==> config.mk <==
export PLATFORM = sky130hd
export DESIGN_NAME = dpll_loop_ctrl
export DESIGN_NICKNAME = d
export VERILOG_FILES = /design/src/rtl/dpll_loop_ctrl.sv
export SDC_FILE = /design/constraint.sdc
export NUM_CORES = 1
export LEC_CHECK = 0
export CAP_MARGIN = 20
export CORE_MARGIN = 4
export CORE_UTILIZATION = 60
export CTS_CLUSTER_SIZE = 8
export DETAILED_ROUTE_END_ITERATION = 7
export HOLD_SLACK_MARGIN = 0.12
export PLACE_DENSITY = 0.8
export SLEW_MARGIN = 20
export SYNTH_ARGS = -nofsm -noshare
export SYNTH_HDL_FRONTEND = slang
export SYNTH_SLANG_ARGS = --single-unit
==> constraint.sdc <==
create_clock -name clk -period 6 [get_ports clk]
set_input_delay 1.2 -clock clk [delete_from_list [all_inputs] [get_ports clk]]
set_output_delay 1.2 -clock clk [all_outputs]
set_load 0.02 [all_outputs]
==> src/rtl/dpll_loop_ctrl.sv <==
// dpll_loop_ctrl
//   Digital PLL loop controller: PI loop filter driven by PFD up/down pulses,
//   programmable feedback divider and a lock/holdover state machine.
//
//   state    | meaning
//   ---------+-------------------------------------------------------------
//   ACQUIRE  | loop running, waiting for LOCK_CNT consecutive quiet cycles
//   LOCKED   | lock declared; UNLOCK_CNT consecutive error cycles drop it
//   HOLDOVER | freeze asserted; integrator and control word held
//
// Ports
//   clk     in   single clock, posedge
//   rst     in   asynchronous active-high reset
//   up      in   PFD up pulse
//   down    in   PFD down pulse
//   div_n   in   requested feedback divide ratio (latched at period wrap)
//   freeze  in   holdover request
//   clk_fb  out  divided feedback clock (registered)
//   ctrl    out  signed DCO control word (registered)
//   sat     out  ctrl or integrator clamped in this update
//   locked  out  lock indicator (registered)
//   state   out  FSM state: 0 ACQUIRE, 1 LOCKED, 2 HOLDOVER
module dpll_loop_ctrl #(
  parameter int CTRL_W      = 16,
  parameter int DIV_W       = 8,
  parameter int KP          = 4,
  parameter int KI          = 1,
  parameter int LOCK_CNT    = 32,
  parameter int UNLOCK_CNT  = 4,
  parameter int DIV_DEFAULT = 10
) (
  input  logic                     clk,
  input  logic                     rst,
  input  logic                     up,
  input  logic                     down,
  input  logic [DIV_W-1:0]         div_n,
  input  logic                     freeze,
  output logic                     clk_fb,
  output logic signed [CTRL_W-1:0] ctrl,
  output logic                     sat,
  output logic                     locked,
  output logic [1:0]               state
);

  typedef enum logic [1:0] {
    ACQUIRE  = 2'd0,
    LOCKED   = 2'd1,
    HOLDOVER = 2'd2
  } state_t;

  // Wide enough that integ + gain*e can never wrap before the clamp.
  localparam int WW = CTRL_W + DIV_W + 2;
  localparam logic signed [WW-1:0] MAX_W = {{(WW-CTRL_W+1){1'b0}}, {(CTRL_W-1){1'b1}}};
  localparam logic signed [WW-1:0] MIN_W = {{(WW-CTRL_W+1){1'b1}}, {(CTRL_W-1){1'b0}}};
  localparam logic signed [WW-1:0] KP_W  = WW'(KP);
  localparam logic signed [WW-1:0] KI_W  = WW'(KI);

  localparam logic [DIV_W-1:0] DIV_INIT = (DIV_DEFAULT < 2) ? DIV_W'(2) : DIV_W'(DIV_DEFAULT);

  localparam int QW = (LOCK_CNT   < 1) ? 1 : $clog2(LOCK_CNT + 1);
  localparam int UW = (UNLOCK_CNT < 1) ? 1 : $clog2(UNLOCK_CNT + 1);
  localparam logic [QW-1:0] LOCK_Q   = QW'(LOCK_CNT);
  localparam logic [UW-1:0] UNLOCK_E = UW'(UNLOCK_CNT);

  // Returns {clamped, value}.
  function automatic logic [CTRL_W:0] clamp_w(input logic signed [WW-1:0] v);
    if (v > MAX_W)
      clamp_w = {1'b1, MAX_W[CTRL_W-1:0]};
    else if (v < MIN_W)
      clamp_w = {1'b1, MIN_W[CTRL_W-1:0]};
    else
      clamp_w = {1'b0, v[CTRL_W-1:0]};
  endfunction

  // ---------------- loop filter ----------------
  logic signed [CTRL_W-1:0] integ;
  logic signed [WW-1:0]     e_w, integ_w, isum_w, inxt_w, csum_w;
  logic [CTRL_W:0]          iclamp, cclamp;
  logic                     quiet;

  assign quiet = (up == down);

  always_comb begin
    e_w = '0;
    if (up && !down)
      e_w = {{(WW-1){1'b0}}, 1'b1};
    else if (down && !up)
      e_w = '1;
    integ_w = {{(WW-CTRL_W){integ[CTRL_W-1]}}, integ};
    isum_w  = integ_w + KI_W * e_w;
    iclamp  = clamp_w(isum_w);
    inxt_w  = {{(WW-CTRL_W){iclamp[CTRL_W-1]}}, iclamp[CTRL_W-1:0]};
    csum_w  = inxt_w + KP_W * e_w;
    cclamp  = clamp_w(csum_w);
  end

  always_ff @(posedge clk or posedge rst) begin
    if (rst) begin
      integ <= '0;
      ctrl  <= '0;
      sat   <= 1'b0;
    end else if (freeze) begin
      ctrl  <= integ;
      sat   <= 1'b0;
    end else begin
      integ <= iclamp[CTRL_W-1:0];
      ctrl  <= cclamp[CTRL_W-1:0];
      sat   <= iclamp[CTRL_W] | cclamp[CTRL_W];
    end
  end

  // ---------------- feedback divider ----------------
  // A new ratio is only taken at the wrap so every period is whole.
  logic [DIV_W-1:0] n_q, cnt_q;

  always_ff @(posedge clk or posedge rst) begin
    if (rst) begin
      n_q    <= DIV_INIT;
      cnt_q  <= '0;
      clk_fb <= 1'b0;
    end else begin
      clk_fb <= (cnt_q < (n_q >> 1));
      if (cnt_q == n_q - DIV_W'(1)) begin
        cnt_q <= '0;
        n_q   <= (div_n < DIV_W'(2)) ? DIV_W'(2) : div_n;
      end else begin
        cnt_q <= cnt_q + DIV_W'(1);
      end
    end
  end

  // ---------------- lock FSM ----------------
  state_t        state_q, state_nxt;
  logic [QW-1:0] q_cnt, q_nxt;
  logic [UW-1:0] e_cnt, e_nxt;

  always_ff @(posedge clk or posedge rst) begin
    if (rst) begin
      state_q <= ACQUIRE;
      q_cnt   <= '0;
      e_cnt   <= '0;
      locked  <= 1'b0;
    end else begin
      state_q <= state_nxt;
      q_cnt   <= q_nxt;
      e_cnt   <= e_nxt;
      locked  <= (state_nxt == LOCKED);
    end
  end

  always_comb begin
    state_nxt = state_q;
    q_nxt     = q_cnt;
    e_nxt     = e_cnt;
    if (quiet) begin
      q_nxt = (q_cnt == LOCK_Q) ? q_cnt : q_cnt + QW'(1);
      e_nxt = '0;
    end else begin
      q_nxt = '0;
      e_nxt = (e_cnt == UNLOCK_E) ? e_cnt : e_cnt + UW'(1);
    end
    case (state_q)
      ACQUIRE:  if (q_nxt == LOCK_Q)   state_nxt = LOCKED;
      LOCKED:   if (e_nxt == UNLOCK_E) state_nxt = ACQUIRE;
      HOLDOVER: if (!freeze) begin
                  // Relock must be earned from scratch after holdover.
                  state_nxt = ACQUIRE;
                  q_nxt     = '0;
                  e_nxt     = '0;
                end
      default:  state_nxt = ACQUIRE;
    endcase
    if (freeze)
      state_nxt = HOLDOVER;
  end

  assign state = state_q;

endmodule

# Word level (Yosys, flattened, before mapping)
# Index checks and enable logic that the tools add are counted.
[totals] memories=0 regBits=62 inputBits=13 output_inout_bits=21 mem_bits_rw=0 mem_bits_ro=0 word_cells=59 latchBits=0
[classes] reduce_logical=5 n_div=0 shift=0 add_sub_neg=6 n_eq_ne=9 magnitude_cmp=6 muxes=22 n_bitwise=1 multipliers=0
[ops] operator="2-to-1 mux 17 bit" n=4
[ops] operator="adder 16 x 26 -> 26 bit" n=2
[ops] operator="greater-than comparator 26 x 16 -> 1 bit (second input constant)" n=2
[ops] operator="less-than comparator 26 x 16 -> 1 bit (second input constant)" n=2
[ops] operator="2-to-1 mux 26 bit" n=2
[ops] operator="2-to-1 mux 6 bit" n=4
[ops] operator="2-to-1 mux 16 bit" n=1
[ops] operator="2-to-1 mux 8 bit" n=2
[ops] operator="== test 6 bit (second input constant)" n=2
[ops] operator="2-to-1 mux 3 bit" n=4
[ops] operator="adder 8 x 1 -> 8 bit (second input constant)" n=1
[ops] operator="== test 8 bit" n=1
[ops] operator="less-than comparator 8 x 2 -> 1 bit (second input constant)" n=1
[ops] operator="less-than comparator 8 x 7 -> 1 bit" n=1
[ops] operator="subtractor 8 x 1 -> 8 bit (second input constant)" n=1
[ops] operator="adder 6 x 1 -> 6 bit (second input constant)" n=1
[ops] operator="== test 3 bit (second input constant)" n=2
[ops] operator="2-to-1 mux 2 bit" n=3
[ops] operator="== test 2 x 1 -> 1 bit (second input constant)" n=2
[ops] operator="one-hot mux 2 bit (2 select lines)" n=1
[ops] operator="adder 3 x 1 -> 3 bit (second input constant)" n=1
[ops] operator="== test 2 bit (second input constant)" n=1
[ops] operator="logical AND 1 bit" n=2
[ops] operator="zero test 1 bit" n=2
[ops] operator="other kinds (4)" n=4

# Longest topological paths before layout
[logic_depth] ltp_word=14 depth_mapped=29 depth_no_buf=22

# Least setup slack after synthesis
# Ideal clock, no wire load.
[synth_path] path_type="in2reg" from="input up" to="register ctrl[11]" slack_ns=-1.140 cell_stages=29 arrival_time_ns=7.004 t_required_ns=5.864 setup_ns=0.136 cell_sequence="inv_1 -> ha_1 -> buf_2 -> buf_4 -> buf_4 -> buf_4 -> clkbuf_1 -> clkbuf_1 -> buf_1 -> xor2_1 -> ha_1 -> nand4b_1 -> nand4_1 -> a211oi_1 -> o32a_4 -> o32a_4 -> nand2_1 -> buf_2 -> o21ai_0 -> ha_1 -> a41oi_1 -> o31ai_1 -> a221oi_2 -> o21ai_2 -> a31oi_1 -> and3b_1 -> o21bai_4 -> a21oi_1 -> o22ai_1"
[synth_via] elab_chain_len=13 word_cells_on_any_way=16
[synth_rtl] item="start, declared" line_no="34" rtl="input logic up,"
[synth_rtl] item="zero test 1 bit" line_no="87" rtl="else if (down && !up)"
[synth_rtl] item="logical AND 1 bit" line_no="87"
[synth_rtl] item="2-to-1 mux 26 bit" line_no="87"
[synth_rtl] item="2-to-1 mux 26 bit (*)" line_no="85" rtl="if (up && !down)"
[synth_rtl] item="adder 16 x 26 -> 26 bit (*)" line_no="90" rtl="isum_w = integ_w + KI_W * e_w;"
[synth_rtl] item="less-than comparator 26 x 16 -> 1 bit" line_no="69" rtl="else if (v < MIN_W)"
[synth_rtl] item="2-to-1 mux 17 bit" line_no="69"
[synth_rtl] item="2-to-1 mux 17 bit (*)" line_no="67" rtl="if (v > MAX_W)"
[synth_rtl] item="via iclamp[2]" line_no="78" rtl="logic [CTRL_W:0] iclamp, cclamp;"
[synth_rtl] item="adder 16 x 26 -> 26 bit (*)" line_no="93" rtl="csum_w = inxt_w + KP_W * e_w;"
[synth_rtl] item="less-than comparator 26 x 16 -> 1 bit" line_no="69"
[synth_rtl] item="2-to-1 mux 17 bit" line_no="69"
[synth_rtl] item="2-to-1 mux 17 bit (*)" line_no="67"
[synth_rtl] item="2-to-1 mux 16 bit (*)" line_no="102" rtl="end else if (freeze) begin"
[synth_rtl] item="end signal, assigned" line_no="103" rtl="ctrl <= integ;"
[synth_rtl] item="end signal, assigned" line_no="107" rtl="ctrl <= cclamp[CTRL_W-1:0];"
[synth_rtl] item="end, declared" line_no="39" rtl="output logic signed [CTRL_W-1:0] ctrl,"
# Mark *: on every way through the listed nets, which the timed path passes. The rest lies on a longest branch.
# A chain may end at the register's enable or synchronous reset.

# Worst setup path in the final report
[layout_path] from="input up" to="register ctrl[7]"
[layout_via] elab_chain_len=13 word_cells_on_any_way=16
[layout_rtl] item="zero test 1 bit" line_no="87"
[layout_rtl] item="logical AND 1 bit" line_no="87"
[layout_rtl] item="2-to-1 mux 26 bit" line_no="87"
[layout_rtl] item="2-to-1 mux 26 bit (*)" line_no="85"
[layout_rtl] item="adder 16 x 26 -> 26 bit" line_no="90"
[layout_rtl] item="less-than comparator 26 x 16 -> 1 bit" line_no="69"
[layout_rtl] item="2-to-1 mux 17 bit" line_no="69"
[layout_rtl] item="2-to-1 mux 17 bit" line_no="67"
[layout_rtl] item="adder 16 x 26 -> 26 bit (*)" line_no="93"
[layout_rtl] item="less-than comparator 26 x 16 -> 1 bit" line_no="69"
[layout_rtl] item="2-to-1 mux 17 bit" line_no="69"
[layout_rtl] item="2-to-1 mux 17 bit (*)" line_no="67"
[layout_rtl] item="2-to-1 mux 16 bit (*)" line_no="102"
# Mark *: on every way between the ends. The rest lies on a longest branch, timed or not.

==> flow_summary.json <==
{
  "antenna_found_initial": 0,
  "clock_skew_ns": 0.00330,
  "hpwlAfterDp_um": 12800,
  "clkSlewWorstSetupHoldPaths_ns": 0.07,
  "first_pass_iters": 5,
  "globalplace.congestion": 0.990,
  "grt_pass1_vias": 5682,
  "cp_slowest_cell": "clkdlybuf4s50_1",
  "cts_sinks": 62,
  "status": "finished clean",
  "period_needed_ns": 5.76,
  "path_class": "primary input to flop",
  "reg2regPathDepth": 19,
  "arrival_ns": 5.93,
  "track_usage_pct": 31.6,
  "portBuffers": 33,
  "routedWlPerCell_um": 19.9,
  "synth_cell_type_count": 95,
  "tritoncts": "yes",
  "max_stage_delay_ns": 0.47,
  "hp-class": "flop to flop",
  "fin_nets": 787,
  "cts_buffer_depth": 2,
  "syn-num-nets": 744,
  "r2r-end": "ctrl[7]",
  "drtIter0Drc": 501,
  "worst_slack_ns": 0.244,
  "slew-limit-headroom_pct": 44.9,
  "tns_ns": 0,
  "hold_depth": 1,
  "leakagePower_nw": 2.66,
  "yosysWarnings": 0,
  "drive_above_1_share_pct": 16.1,
  "die_w_um": 107,
  "cts_made_buffers": 9,
  "coreArea_um2": 9370,
  "cp-end-kind": "flop",
  "hold_end": "clk_fb",
  "grt_pass1_wl_um": 29000,
  "worstPathMaxFanout": 7,
  "crit_family": "compound AO/OA/AOI/OAI gates",
  "hold_violations": 0,
  "syn_area_um2": 5880,
  "overflow": 0,
  "ys_seq_elements": 62,
  "rr_startpoint": "integ[8]",
  "fillers": 744,
  "pre_cts_ws_ns": -0.0977,
  "clock_latency_ns": 0.34,
  "finalCritPeriodShare_pct": 95.9,
  "tightest_slew_ns": 0.826,
  "slew_violations": 0,
  "critPathMostFrequentCell": "ha_1",
  "die_area_um2": 11500,
  "cp-start-kind": "primary input",
  "setup_viol": 0,
  "h-tree-depth": 3,
  "num_vias": 5909,
  "required_ns": 6.18,
  "n_antenna_cell": 0,
  "drt_wl_total_um": 17700,
  "drtAntennaViolNets": 0,
  "initial_core_util_pct": 62.8,
  "row_count": 35,
  "avgSynthCellArea_um2": 8.26,
  "hp-start": "cnt_q[7]",
  "peakVddDrop_mv": 0.226,
  "synthFlopType": "dfrtp_1",
  "grt_max_degree": 51,
  "ios": 34,
  "clock.fmax_ghz": 0.174,
  "p_per_area_nw_per_um2": 489,
  "cts_root_buf": "clkbuf_8",
  "path_cells": "clkdlybuf4s50_1 -> inv_1 -> ha_1 -> inv_1 -> ha_1 -> buf_4 -> nand4bb_1 -> nand4_1 -> o211ai_1 -> nand2_1 -> a211o_4 -> inv_2 -> nand2_2 -> a21oi_1 -> xnor2_1 -> ha_1 -> a31oi_2 -> o32ai_2 -> a31oi_2 -> o211a_4 -> o21ai_2 -> nand2b_4 -> o22ai_1",
  "drc": 0,
  "drv_cap": 0,
  "synthCells": 712,
  "syn_to_final_growth_pct": 15.2,
  "multi_input_area_um2": 4060,
  "ff2ff_setup_slack_ns": 1.41,
  "vias_per_cell": 6.65,
  "synth_edf_count": 0,
  "path_buf_inv": 5,
  "die_h_um": 107,
  "regArea_um2": 1550,
  "ys_seq_area_share_pct": 26.4,
  "async_flop_share_pct": 100
}
==> metal layers <==
metal	global-route usage (%)	routed length, um	vias to the layer above
met3	4.64	1250	72
met4	16.9	869	0
met5	0	0	-
li1	-	-	2736
met2	51.9	8510	285
met1	40.0	7040	2816
==> flip-flops by register name, summed over array words and instances (netlist names) <==
register / flops
q_cnt: 6
integ: 16
cnt_q: 8
state: 2
n_q: 8
clk_fb: 1
sat: 1
locked: 1
ctrl: 16
e_cnt: 3
==> what timing repair did <==
item	CTS	global route
hold buffers	0	0
gates resized for setup	0	6
endpoints found under the setup margin	0	17
setup buffers	0	8
==> area by class of cell <==
cell class                 instances  area share (%)
inverter                          22            1.22
timing repair buffer              81            10.2
tap                              129            2.38
clock buffer                      12            2.29
multi-input combinational        579            60.0
clock inverter                     4            1.03
sequential                        62            22.9
==> cell usage in the layout (no fill, tap or decap), drive strengths merged, types with 6 or more instances in the layout <==
| master | count |
|---|---|
| xor2 | 15 |
| dfrtp | 60 |
| nand2b | 13 |
| o22ai | 8 |
| clkbuf | 12 |
| o31ai | 6 |
| o21a | 10 |
| nor4 | 10 |
| and2 | 12 |
| ha | 19 |
| clkdlybuf4s50 | 33 |
| mux2i | 8 |
| inv | 22 |
| a21oi | 61 |
| mux2 | 10 |
| a31oi | 14 |
| nor3 | 17 |
| and3 | 8 |
| nand2 | 55 |
| xnor2 | 47 |
| nand3 | 19 |
| buf | 48 |
| o21ai | 66 |
| o211ai | 15 |
| o2bb2ai | 6 |
| nor2b | 8 |
| nor2 | 47 |
| nand4 | 6 |
==> through the flow <==
step / utilization (%) / hold slack [ns] / cell area [um2] / power [mW] / cells
floorplan: - / 0.460 / 5980 / 2.22 / 712
global placement: 68.8 / 0.483 / 6450 / 2.73 / 864
detailed placement: 68.9 / 0.494 / 6460 / 2.79 / 865
CTS: 71.3 / 0.504 / 6680 / 3.24 / 881
global route: 72.3 / 0.522 / 6780 / 3.55 / 889
finish: 72.3 / 0.500 / 6780 / 3.32 / 889
==> how the worst max path moves through the flow <==
| stage | from | end | slack (ns) | cells past startpoint |
|---|---|---|---|---|
| floorplan | up | ctrl[11] | 0.006 | 29 |
| global placement | up | ctrl[11] | -0.004 | 23 |
| detailed placement | up | ctrl[11] | -0.1 | 23 |
| CTS | up | sat | 0.17 | 23 |
| global route | up | ctrl[7] | -0.004 | 25 |
| finish | up | ctrl[7] | 0.24 | 23 |
==> power breakdown <==
part / switching [mW] / internal, mW
registers: 0.287 / 0.581
logic: 1.13 / 0.900
clock network: 0.167 / 0.256
total: 1.58 / 1.74
==> synthesized netlist by cell type (4+ instances only) <==
| master | count | area, um2 |
|---|---|---|
| o31a_1 | 5 | 43.8 |
| xor2_1 | 15 | 131 |
| mux2_2 | 10 | 113 |
| nand2_1 | 54 | 203 |
| o21ai_1 | 9 | 45.0 |
| o31ai_1 | 6 | 45.0 |
| nand2b_1 | 12 | 75.1 |
| nor2b_1 | 8 | 50.1 |
| inv_1 | 20 | 75.1 |
| nor3b_1 | 4 | 30.0 |
| clkbuf_1 | 27 | 101 |
| and2_1 | 12 | 75.1 |
| buf_2 | 9 | 45.0 |
| xnor2_1 | 46 | 403 |
| nand4b_1 | 5 | 43.8 |
| o22ai_1 | 8 | 50.1 |
| nor2_1 | 45 | 169 |
| o211ai_1 | 14 | 105 |
| o21a_1 | 10 | 75.1 |
| and3_1 | 8 | 50.1 |
| o21ai_0 | 55 | 275 |
| mux2i_1 | 8 | 80.1 |
| nand4_1 | 6 | 37.5 |
| buf_6 | 5 | 56.3 |
| or3_1 | 4 | 25.0 |
| buf_4 | 5 | 37.5 |
| a21oi_1 | 61 | 305 |
| dfrtp_1 | 60 | 1500 |
| nor4_1 | 10 | 62.6 |
| ha_1 | 19 | 238 |
| o2bb2ai_1 | 6 | 52.6 |
| nor3_1 | 16 | 80.1 |
| nand3_1 | 19 | 95.1 |
| a31oi_1 | 11 | 68.8 |
==> kinds of logic after synthesis <==
| logic type | share of synthesized area [%] |
|---|---|
| buffers and inverters | 5.68 |
| adders and majority gates | 4.04 |
| AOI/OAI and AO/OA | 29.6 |
| xor gates and xnor gates | 9.74 |
| muxes | 3.28 |
| and+or+nand+nor | 21.2 |
| DFF | 26.4 |
(Power assumes the default switching activity.)
